### config.mk
export PLATFORM = sky130hd
export DESIGN_NAME = frame_grab_ctrl_flat
export DESIGN_NICKNAME = d
export VERILOG_FILES = /design/src/rtl/frame_grab_ctrl_if.sv /design/src/rtl/frame_grab_ctrl.sv /design/src/flat_wrapper.sv
export SDC_FILE = /design/constraint.sdc
export NUM_CORES = 1
export LEC_CHECK = 0
export CORE_MARGIN = 2
export CORE_UTILIZATION = 45
export CTS_BUF_LIST = sky130_fd_sc_hd__clkbuf_4
export DETAILED_ROUTE_END_ITERATION = 7
export GPL_TIMING_DRIVEN = 0
export PLACE_DENSITY = 0.65
export SLEW_MARGIN = 15
export SYNTH_ARGS = -nofsm -noshare
export SYNTH_HDL_FRONTEND = slang
export SYNTH_SLANG_ARGS = --single-unit
### constraint.sdc
create_clock -name clk -period 3.2 [get_ports clk]
set_input_delay 0.48 -clock clk [delete_from_list [all_inputs] [get_ports clk]]
set_output_delay 0.48 -clock clk [all_outputs]
set_load 0.02 [all_outputs]
### src/rtl/frame_grab_ctrl_if.sv
// frame_grab_ctrl_if: Avalon-MM slave bus bundle (register access) for frame_grab_ctrl.
interface frame_grab_ctrl_if;
    logic        chipselect;
    logic        read;
    logic        write;
    logic [7:0]  address;
    logic [31:0] writedata;
    logic [31:0] readdata;

    modport master (output chipselect, read, write, address, writedata, input readdata);
    modport slave  (input chipselect, read, write, address, writedata, output readdata);
endinterface

### src/rtl/frame_grab_ctrl.sv
// frame_grab_ctrl: Avalon-MM controlled single-frame pixel grabber with a pixel FIFO.
// Define FRAME_GRAB_DECIM_EN to add the DECIM register (pixel decimation, register 4).
module frame_grab_ctrl #(
    parameter int unsigned FIFO_DEPTH = 16,
    parameter int unsigned NPIX_W     = 20
) (
    input  logic             clk,
    input  logic             reset,
    frame_grab_ctrl_if.slave avs,
    input  logic [7:0]       VGA_R,
    input  logic [7:0]       VGA_G,
    input  logic [7:0]       VGA_B,
    input  logic             HSYNC,
    input  logic             VSYNC,
    input  logic             VGA_BLANK_n,
    output logic             capturing,
    output logic             irq
);
    localparam int unsigned AW = $clog2(FIFO_DEPTH);

    typedef enum logic [2:0] {
        S_IDLE    = 3'd0,
        S_ARM     = 3'd1,
        S_SYNC    = 3'd2,
        S_CAPTURE = 3'd3,
        S_DONE    = 3'd4
    } state_t;

    // Reset asserts asynchronously but is released only after two clock edges.
    logic rst_meta_q, rst_sync_q, rst_n;
    always_ff @(posedge clk or negedge reset) begin
        if (!reset) begin
            rst_meta_q <= 1'b0;
            rst_sync_q <= 1'b0;
        end else begin
            rst_meta_q <= 1'b1;
            rst_sync_q <= rst_meta_q;
        end
    end
    assign rst_n = rst_sync_q;

    state_t            state_q;
    logic              capturing_q, irq_q;
    logic [NPIX_W-1:0] npix_q, count_q;
    logic              overflow_q;
    logic [23:0]       mem_q [FIFO_DEPTH];
    logic [AW-1:0]     wr_ptr_q, rd_ptr_q;
    logic [AW:0]       level_q;

    logic bus_wr, bus_rd, busy, start_req, abort_req, flush;
    logic fifo_empty, fifo_full, active, phase_ok, accept, push, pop, last_pix;
    logic [NPIX_W:0] count_inc;

`ifdef FRAME_GRAB_DECIM_EN
    logic [1:0] decim_q;
    logic [2:0] phase_q;

    always_comb begin
        case (decim_q)
            2'd0:    phase_ok = 1'b1;
            2'd1:    phase_ok = ~phase_q[0];
            2'd2:    phase_ok = (phase_q[1:0] == 2'b00);
            default: phase_ok = (phase_q == 3'b000);
        endcase
    end

    always_ff @(posedge clk or negedge rst_n) begin
        if (!rst_n) begin
            decim_q <= '0;
            phase_q <= '0;
        end else begin
            if (bus_wr && avs.address == 8'd4)
                decim_q <= avs.writedata[1:0];
            if (start_req || !HSYNC)
                phase_q <= '0;
            else if (active)
                phase_q <= phase_q + 3'd1;
        end
    end
`else
    assign phase_ok = 1'b1;
`endif

    logic unused_bits;
    assign unused_bits = ^{avs.writedata, HSYNC};

    always_comb begin
        bus_wr     = avs.chipselect & avs.write;
        bus_rd     = avs.chipselect & avs.read;
        busy       = (state_q == S_ARM) || (state_q == S_SYNC) || (state_q == S_CAPTURE);
        abort_req  = bus_wr && (avs.address == 8'd0) && avs.writedata[1];
        start_req  = bus_wr && (avs.address == 8'd0) && avs.writedata[0] && !avs.writedata[1]
                     && ((state_q == S_IDLE) || (state_q == S_DONE));
        flush      = abort_req || start_req;
        fifo_empty = (level_q == '0);
        fifo_full  = (level_q == (AW+1)'(FIFO_DEPTH));
        active     = (state_q == S_CAPTURE) && VGA_BLANK_n && !abort_req;
        accept     = active && phase_ok;
        // A full FIFO drops the pixel even if a pop frees a slot in the same cycle.
        push       = accept && !fifo_full;
        pop        = bus_rd && (avs.address == 8'd2) && !fifo_empty && !flush;
        count_inc  = {1'b0, count_q} + (NPIX_W+1)'(1);
        last_pix   = accept && (count_inc == {1'b0, npix_q});
    end

    always_comb begin
        avs.readdata = '0;
        if (bus_rd) begin
            case (avs.address)
                8'd0: avs.readdata = {5'd0, state_q, 7'd0, 9'(level_q), 5'd0,
                                      overflow_q, (state_q == S_DONE), busy};
                8'd1: avs.readdata = 32'(npix_q);
                8'd2: avs.readdata = fifo_empty ? '0 : {mem_q[rd_ptr_q], 8'd0};
                8'd3: avs.readdata = 32'(count_q);
`ifdef FRAME_GRAB_DECIM_EN
                8'd4: avs.readdata = {30'd0, decim_q};
`endif
                default: avs.readdata = '0;
            endcase
        end
    end

    always_ff @(posedge clk or negedge rst_n) begin
        if (!rst_n) begin
            state_q     <= S_IDLE;
            capturing_q <= 1'b0;
            irq_q       <= 1'b0;
        end else if (abort_req) begin
            state_q     <= S_IDLE;
            capturing_q <= 1'b0;
            irq_q       <= 1'b0;
        end else begin
            case (state_q)
                S_IDLE, S_DONE: begin
                    if (start_req) begin
                        if (npix_q == '0) begin
                            state_q <= S_DONE;
                            irq_q   <= 1'b1;
                        end else begin
                            state_q <= S_ARM;
                            irq_q   <= 1'b0;
                        end
                    end
                end
                S_ARM: if (!VSYNC) state_q <= S_SYNC;
                S_SYNC: begin
                    if (VSYNC) begin
                        state_q     <= S_CAPTURE;
                        capturing_q <= 1'b1;
                    end
                end
                S_CAPTURE: begin
                    if (last_pix) begin
                        state_q     <= S_DONE;
                        capturing_q <= 1'b0;
                        irq_q       <= 1'b1;
                    end
                end
                default: begin
                    state_q     <= S_IDLE;
                    capturing_q <= 1'b0;
                    irq_q       <= 1'b0;
                end
            endcase
        end
    end

    assign capturing = capturing_q;
    assign irq       = irq_q;

    always_ff @(posedge clk or negedge rst_n) begin
        if (!rst_n) begin
            npix_q     <= '0;
            count_q    <= '0;
            overflow_q <= 1'b0;
            wr_ptr_q   <= '0;
            rd_ptr_q   <= '0;
            level_q    <= '0;
        end else begin
            if (bus_wr && (avs.address == 8'd1) && !busy)
                npix_q <= avs.writedata[NPIX_W-1:0];
            if (start_req) begin
                count_q    <= '0;
                overflow_q <= 1'b0;
            end else if (accept) begin
                count_q <= count_inc[NPIX_W-1:0];
                if (fifo_full)
                    overflow_q <= 1'b1;
            end
            if (flush) begin
                wr_ptr_q <= '0;
                rd_ptr_q <= '0;
                level_q  <= '0;
            end else begin
                if (push)
                    wr_ptr_q <= wr_ptr_q + AW'(1);
                if (pop)
                    rd_ptr_q <= rd_ptr_q + AW'(1);
                if (push && !pop)
                    level_q <= level_q + (AW+1)'(1);
                else if (pop && !push)
                    level_q <= level_q - (AW+1)'(1);
            end
        end
    end

    always_ff @(posedge clk) begin
        if (push)
            mem_q[wr_ptr_q] <= {VGA_R, VGA_G, VGA_B};
    end
endmodule

### src/flat_wrapper.sv
// flat-port wrapper written by rule: the top's interface ports become plain ports
module frame_grab_ctrl_flat 
#(
    parameter int unsigned FIFO_DEPTH = 16,
    parameter int unsigned NPIX_W     = 20
)
  (clk, reset, VGA_R, VGA_G, VGA_B, HSYNC, VSYNC, VGA_BLANK_n, capturing, irq, avs_chipselect, avs_read, avs_write, avs_address, avs_writedata, avs_readdata);
  frame_grab_ctrl_if avs_i ();
  input  logic clk;
  input  logic reset;
  input  logic [7:0] VGA_R;
  input  logic [7:0] VGA_G;
  input  logic [7:0] VGA_B;
  input  logic HSYNC;
  input  logic VSYNC;
  input  logic VGA_BLANK_n;
  output logic capturing;
  output logic irq;
  input wire logic [$bits(avs_i.chipselect)-1:0] avs_chipselect;
  input wire logic [$bits(avs_i.read)-1:0] avs_read;
  input wire logic [$bits(avs_i.write)-1:0] avs_write;
  input wire logic [$bits(avs_i.address)-1:0] avs_address;
  input wire logic [$bits(avs_i.writedata)-1:0] avs_writedata;
  output wire logic [$bits(avs_i.readdata)-1:0] avs_readdata;
  assign avs_i.chipselect = avs_chipselect;
  assign avs_i.read = avs_read;
  assign avs_i.write = avs_write;
  assign avs_i.address = avs_address;
  assign avs_i.writedata = avs_writedata;
  assign avs_readdata = avs_i.readdata;
  frame_grab_ctrl #(.FIFO_DEPTH(FIFO_DEPTH), .NPIX_W(NPIX_W)) u_core (.clk(clk), .reset(reset), .avs(avs_i), .VGA_R(VGA_R), .VGA_G(VGA_G), .VGA_B(VGA_B), .HSYNC(HSYNC), .VSYNC(VSYNC), .VGA_BLANK_n(VGA_BLANK_n), .capturing(capturing), .irq(irq));
endmodule
* Word-level counts from Yosys, hierarchy flattened
Memory sizes are Yosys's and may differ from the RTL's.
Index checks and enable logic that the tools add are counted.
** Word-level totals
- Word-level logic and storage cells :: 111
- Register bits after elaboration :: 61
- Bits in writable memories :: 384
- Output and inout port bits :: 34
- Input port bits :: 72
- Memories :: 1
** Operators by class
- Bitwise logic cells :: 2
- $add $sub $neg :: 5
- Reductions and logical operators :: 44
- Equal/unequal tests :: 15
- Muxes and demuxes :: 33
** Memory list
- u_core.mem_q :: words 16, width 24, read ports 1, clocked after memory_dff 0, write ports 1, RTL line frame_grab_ctrl.sv:46 : logic [23:0] mem_q [FIFO_DEPTH];
** Operators by type and width (count)
- 32-bit case mux with 4 select lines :: 1
- 32-bit 2-to-1 mux :: 2
- 20-bit 2-to-1 mux :: 2
- 20-bit by 1-bit adder with 21-bit output (second input constant) :: 1
- 21-bit by 20-bit equality test with 1-bit output :: 1
- 20-bit zero test :: 1
- 3-bit 2-to-1 mux :: 6
- 8-bit by 2-bit equality test with 1-bit output (second input constant) :: 2
- 1-bit logical AND :: 16
- 4-bit 2-to-1 mux :: 4
- 5-bit 2-to-1 mux :: 3
- 1-bit 2-to-1 mux :: 12
- 3-bit case mux with 4 select lines :: 1
- 4-bit by 1-bit adder with 4-bit output (second input constant) :: 2
- 8-bit by 1-bit equality test with 1-bit output (second input constant) :: 1
- 1-bit zero test :: 8
- 8-bit zero test :: 1
- 2-bit nonzero test :: 4
- 3-bit by 2-bit equality test with 1-bit output (second input constant) :: 2
- 3-bit by 1-bit != test with 1-bit output (second input constant) :: 2
- 3-bit by 2-bit != test with 1-bit output (second input constant) :: 2
- 1-bit case mux with 3 select lines :: 2
- 3-bit AND reduction :: 2
- 5-bit by 1-bit adder with 5-bit output (second input constant) :: 1
- 14 further kinds :: 20

* Logic depth before layout (Yosys ltp)
- Depth after elaboration :: 12
- Depth in mapped cells :: 15
- Mapped depth without buffers :: 14

* Worst setup path after synthesis
Ideal clock, no wire load.
- Path type :: in2reg
- Start point :: in avs_address[4]
- End point :: mem u_core.mem_q[4][0] (enable)
- Arrival :: 3631 ps
- Path buffers :: 1
- Path slack :: -866 ps
- Stages :: 8
- Required time :: 2765 ps
- Library setup time :: 435 ps
- Cells stage by stage :: nor4_1 -> nand2_1 -> nor4_2 -> or4b_2 -> buf_2 -> a21oi_2 -> nand2_1 -> nor3_1
** On the way
- Word-level cells in the longest chain between the ends :: 8
** RTL lines
- start, declared :: RTL line flat_wrapper.sv:22 : input wire logic [$bits(avs_i.address)-1:0] avs_address;
- 8-bit zero test :: RTL line frame_grab_ctrl.sv:91 : abort_req = bus_wr && (avs.address == 8'd0) && avs.writedata[1];
- 1-bit logical AND (2 in a row) :: RTL line frame_grab_ctrl.sv:91
- 1-bit zero test :: RTL line frame_grab_ctrl.sv:97 : active = (state_q == S_CAPTURE) && VGA_BLANK_n && !abort_req;
- 1-bit logical AND :: RTL line frame_grab_ctrl.sv:97
- 1-bit logical AND :: RTL line frame_grab_ctrl.sv:100 : push = accept && !fifo_full;
- 1-bit 2-to-1 mux :: RTL line frame_grab_ctrl.sv:208 : if (push)
- 1-bit 2-to-1 mux (implied by the code) :: RTL line frame_grab_ctrl.sv:209 : mem_q[wr_ptr_q] <= {VGA_R, VGA_G, VGA_B};
- end, declared :: RTL line frame_grab_ctrl.sv:46
No other way between the ends.

* Worst setup path in the final report
- Start point :: reg u_core.rd_ptr_q[0]
- End point :: out avs_readdata[9]
** On the way
- Word-level cells in the longest chain between the ends :: 4
** RTL lines
- start, declared :: RTL line frame_grab_ctrl.sv:47 : logic [AW-1:0] wr_ptr_q, rd_ptr_q;
- start signal, assigned :: RTL line frame_grab_ctrl.sv:198 : rd_ptr_q <= rd_ptr_q + AW'(1);
- memory 16 x 24 bit
- 32-bit 2-to-1 mux :: RTL line frame_grab_ctrl.sv:113 : 8'd2: avs.readdata = fifo_empty ? '0 : {mem_q[rd_ptr_q], 8'd0};
- 32-bit case mux with 4 select lines :: RTL line frame_grab_ctrl.sv:109 : case (avs.address)
- 32-bit 2-to-1 mux :: RTL line frame_grab_ctrl.sv:108 : if (bus_rd) begin
- end, declared :: RTL line flat_wrapper.sv:24 : output wire logic [$bits(avs_i.readdata)-1:0] avs_readdata;
No other way between the ends.

==> results.yml <==
drt:
  route.detailed.wl_per_inst_um: 24.6
  route.final.wire_length_um: 46600
  dr.pass1.iters: 5
  routed-via-count: 11100
  initialDrtViolationCount: 855
  drt.antenna.violating_nets: 0
  post_drt_via_cell_ratio: 5.84
  drcViolationCount: 0
synthesis:
  synth.area.top_cells: "sky130_fd_sc_hd__edfxtp_1 (61%), sky130_fd_sc_hd__mux4_2 (14%), sky130_fd_sc_hd__dfrtp_1 (8.1%)"
  yosys.area.top_type: "sky130_fd_sc_hd__edfxtp_1"
  yosysTopAreaCellShare: 0.613
  synthesis.area_per_instance_um2: 18.0
  synthesis.yosys.warnings: 0
  netlist_area_um2: 18800
  synth_enable_flop_cells: 384
  ys_types: 60
  synth-main-ff-cell: "sky130_fd_sc_hd__edfxtp_1"
  synth_nets: 1129
  ys_seq_elements: 445
  synth-seq-area-share: 0.694
  postSynthCellCount: 1045
  synth-async-reset-ratio: 0.137
grt:
  track_usage: 0.217
  grt_overflow: 0
  grt_first_pass_wirelength_um: 69700
  grt_pass1_vias: 11300
  number_of_antenna_violations_at_the_first_check_in_global_routing: 3
  pin_count_of_the_biggest_net_entering_global_routing: 44
die:
  dieArea_um2: 43500
  die_span_y_um: 209
  core-area_um2: 41000
  pin_count: 106
  rows: 74
  floorplan.initialDensity: 0.459
  die_w_um: 209
layout:
  stdcell_count: 1896
  drive_above_1_share: 0.359
  flow.area_growth_from_synthesis_pct: 22.4
  final_net_count: 1384
clock_network:
  cts_htree_levels: 3
  cts-root-buf: "sky130_fd_sc_hd__clkbuf_4"
  cts_buffers: 110
  max-clock-path-buffers: 3
  clk_pin_slew_worst_paths_ns: 0.07
  numClockSinks: 445
  worst_skew_pair_latency_ns: 0.84
  cts_tree: "yes"
sta:
  final.setup.worst_slack_ns: -0.350
  finalSetupTns_ns: -7.00
  final-max-slew-violation-count: 0
  final_min_period_over_clock_period: 1.11
  maxSlewHeadroom: 0.286
  grt_setup_unrepaired: "yes"
  timing_hold_violations_final: 0
  clock_skew_ns: 0.0492
  setup_viol_count_final: 24
  clock.fmax_mhz: 282
  fin_crit_ns: 3.55
  tightestPinTransition_ns: 1.07
power:
  power_frac_seq: 0.540
  p_comb_frac: 0.102
  finalPower_mw: 12.2
  p_leak_nw: 7.83
  power_switching_mw: 3.03
  vdd_drop_max_mv: 0.284
  cell_internal_pwr_mw: 9.17
  switching_share_of_power: 0.248
  clock_power_share: 0.358
  ratio_of_total_power_to_cell_area_nw_per_um2: 530
placement:
  io_buffer_count: 92
  post-dp-hpwl_um: 29500
  post-place-cells: 1690
  global_placement_routability_congestion: 0.920
worst_hold_path:
  hold_path_class: "reg -> async"
flow_run:
  max-cap-violations: 0
worst_setup_path:
  rr_startpoint: "u_core.count_q[0]"
  critical_path_arrival_ns: 3.07
  timing.critical_path.required_ns: 2.72
  critPathMaxFanout: 8
  timing.setup.critical_path_class: "reg -> out"
  cp-startpoint: "u_core.rd_ptr_q[0]"
  worst_r2r_path_depth: 8
  endpoint_kind: "primary output"
  worst_setup_path_start_kind: "flop"
status:
  run_status: "finished with violations"
  violated_checks: "setup timing"
## kinds of logic (layout without fill, tap and decap cells)
logic type                 Yosys count  count (layout)  synth area share
AOI/OAI and AO/OA                  113             113            0.0394
muxes                              163             163             0.169
xor gates and xnor gates            36              36            0.0168
DFF                                445             445             0.694
other                                1               3          0.000199
adders and majority gates           12              12           0.00838
and+or+nand+nor                    201             201            0.0576
buffers and inverters               74             391            0.0153
## placed cells by master (no fill, tap or decap), drive strengths merged, types with 3 or more instances in the layout
master,count
a211oi,8
a21o,3
a21oi,27
a22oi,10
a31oi,4
and2,24
and3,5
and4,4
buf,98
clkbuf,187
clkdlybuf4s50,60
clkinv,18
dfrtp,61
dlygate4sd2,6
edfxtp,384
ha,11
inv,18
mux2,29
mux2i,14
mux4,120
nand2,34
nand2b,5
nand3,19
nand4,8
nor2,58
nor3,14
nor4,10
o211ai,4
o21ai,30
o31ai,13
o41ai,5
or3,3
or4,5
xnor2,21
xor2,15
## what timing repair did
item                       in CTS  in global routing
cloned                          3                  3
pin swaps                      10                  4
hold buffers                    1                  0
gates resized for setup       264                 22
setup buffers                  16                 11
setup endpoints to repair      95                 30
hold endpoints to repair        2                  0
## registers in the layout (all words and copies together), names as in the netlist
register,flops
u_core.npix_q,20
u_core.wr_ptr_q,4
u_core.rd_ptr_q,4
u_core.rst_meta_q,1
u_core.level_q,5
u_core.count_q,20
u_core.rst_n,1
u_core.mem_q,384
u_core.capturing,1
u_core.overflow_q,1
u_core.irq,1
u_core.state_q,3
## final timing paths
check / slack (ns) / end
setup / recovery: -0.35 / avs_readdata[9]
hold / removal: 0.19 / u_core.count_q[13]
setup reg to reg: 0.08 / u_core.state_q[0]
hold reg to reg: 0.19 / u_core.count_q[13]
max in group asynchronous: 2.44 / u_core.rd_ptr_q[1]
min in group clk: 0.27 / u_core.npix_q[14]
## power groups by stage
| stage | logic (mW) | clock network [mW] | registers, mW |
|---|---|---|---|
| final | 1.25 | 4.36 | 6.59 |
| after CTS | 1.21 | 4.50 | 6.58 |
| after detailed placement | 1.13 | 0 | 6.69 |
| after global routing | 1.37 | 4.81 | 6.60 |
| after floorplan | 0.726 | 0 | 6.66 |
| after global placement | 1.06 | 0 | 6.70 |
## metal layers
| metal | track usage | wire, um | vias to the layer above |
|---|---|---|---|
| met3 | 0.0595 | 3450 | 89 |
| met1 | 0.292 | 19700 | 5737 |
| met5 | 0 | 13 | - |
| met4 | 0.0724 | 1110 | 2 |
| met2 | 0.344 | 22300 | 459 |
| li1 | - | - | 4794 |
## final cells by class
class	count	area (um2)
clock buffers	151	1130
repair buffers	147	1730
clock inverters	23	129
multi-input cells	526	5750
inverters	14	52.6
flip-flops and latches	445	13100
well taps	532	666
fillers	3167	18000
plain buffers	56	494
diodes	2	5.00
## Yosys cell counts, types with 2 or more instances
library cell and count:
sky130_fd_sc_hd__edfxtp_1 384, sky130_fd_sc_hd__mux4_2 120, sky130_fd_sc_hd__dfrtp_1 61, sky130_fd_sc_hd__nor2_1 58
sky130_fd_sc_hd__clkbuf_1 36, sky130_fd_sc_hd__nand2_1 34, sky130_fd_sc_hd__o21ai_0 30, sky130_fd_sc_hd__mux2_2 28
sky130_fd_sc_hd__a21oi_1 26, sky130_fd_sc_hd__and2_1 24, sky130_fd_sc_hd__xnor2_1 21, sky130_fd_sc_hd__nand3_1 18
sky130_fd_sc_hd__buf_1 16, sky130_fd_sc_hd__xor2_1 15, sky130_fd_sc_hd__inv_1 14, sky130_fd_sc_hd__mux2i_1 14
sky130_fd_sc_hd__nor3_1 14, sky130_fd_sc_hd__o31ai_1 13, sky130_fd_sc_hd__ha_1 11, sky130_fd_sc_hd__a22oi_1 10
sky130_fd_sc_hd__a211oi_1 8, sky130_fd_sc_hd__nor4_1 8, sky130_fd_sc_hd__buf_2 7, sky130_fd_sc_hd__nand4_1 7
sky130_fd_sc_hd__and3_1 5, sky130_fd_sc_hd__nand2b_1 5, sky130_fd_sc_hd__o41ai_1 5, sky130_fd_sc_hd__a31oi_1 4
sky130_fd_sc_hd__and4_1 4, sky130_fd_sc_hd__o211ai_1 4, sky130_fd_sc_hd__a21o_1 3, sky130_fd_sc_hd__or3_1 3
sky130_fd_sc_hd__or4_1 3, sky130_fd_sc_hd__a211o_1 2, sky130_fd_sc_hd__and3b_1 2, sky130_fd_sc_hd__nand3b_1 2
sky130_fd_sc_hd__nand4b_1 2, sky130_fd_sc_hd__or4_4 2
## critical path, stage by stage (launching register included)
cell and delay, ns:
sky130_fd_sc_hd__dfrtp_2 0.41, sky130_fd_sc_hd__buf_12 0.17, sky130_fd_sc_hd__buf_4 0.15, sky130_fd_sc_hd__buf_16 0.12, sky130_fd_sc_hd__mux4_2 0.51, sky130_fd_sc_hd__mux4_2 0.51
sky130_fd_sc_hd__nand2_1 0.10, sky130_fd_sc_hd__a211oi_1 0.10, sky130_fd_sc_hd__buf_4 0.19
## stage by stage
step | utilization | worst slack [ns] | hold WS [ns] | instance area, um2
final | 0.562 | -0.350 | 0.191 | 23000
after floorplan | - | -0.0660 | 0.184 | 18900
after detailed placement | 0.512 | -1.22 | 0.206 | 21000
after CTS | 0.557 | -0.443 | 0.188 | 22800
after global placement | 0.499 | -2.30 | 0.337 | 20500
after global routing | 0.562 | -0.453 | 0.211 | 23000
Note: power is estimated with default switching activity, not from simulation.
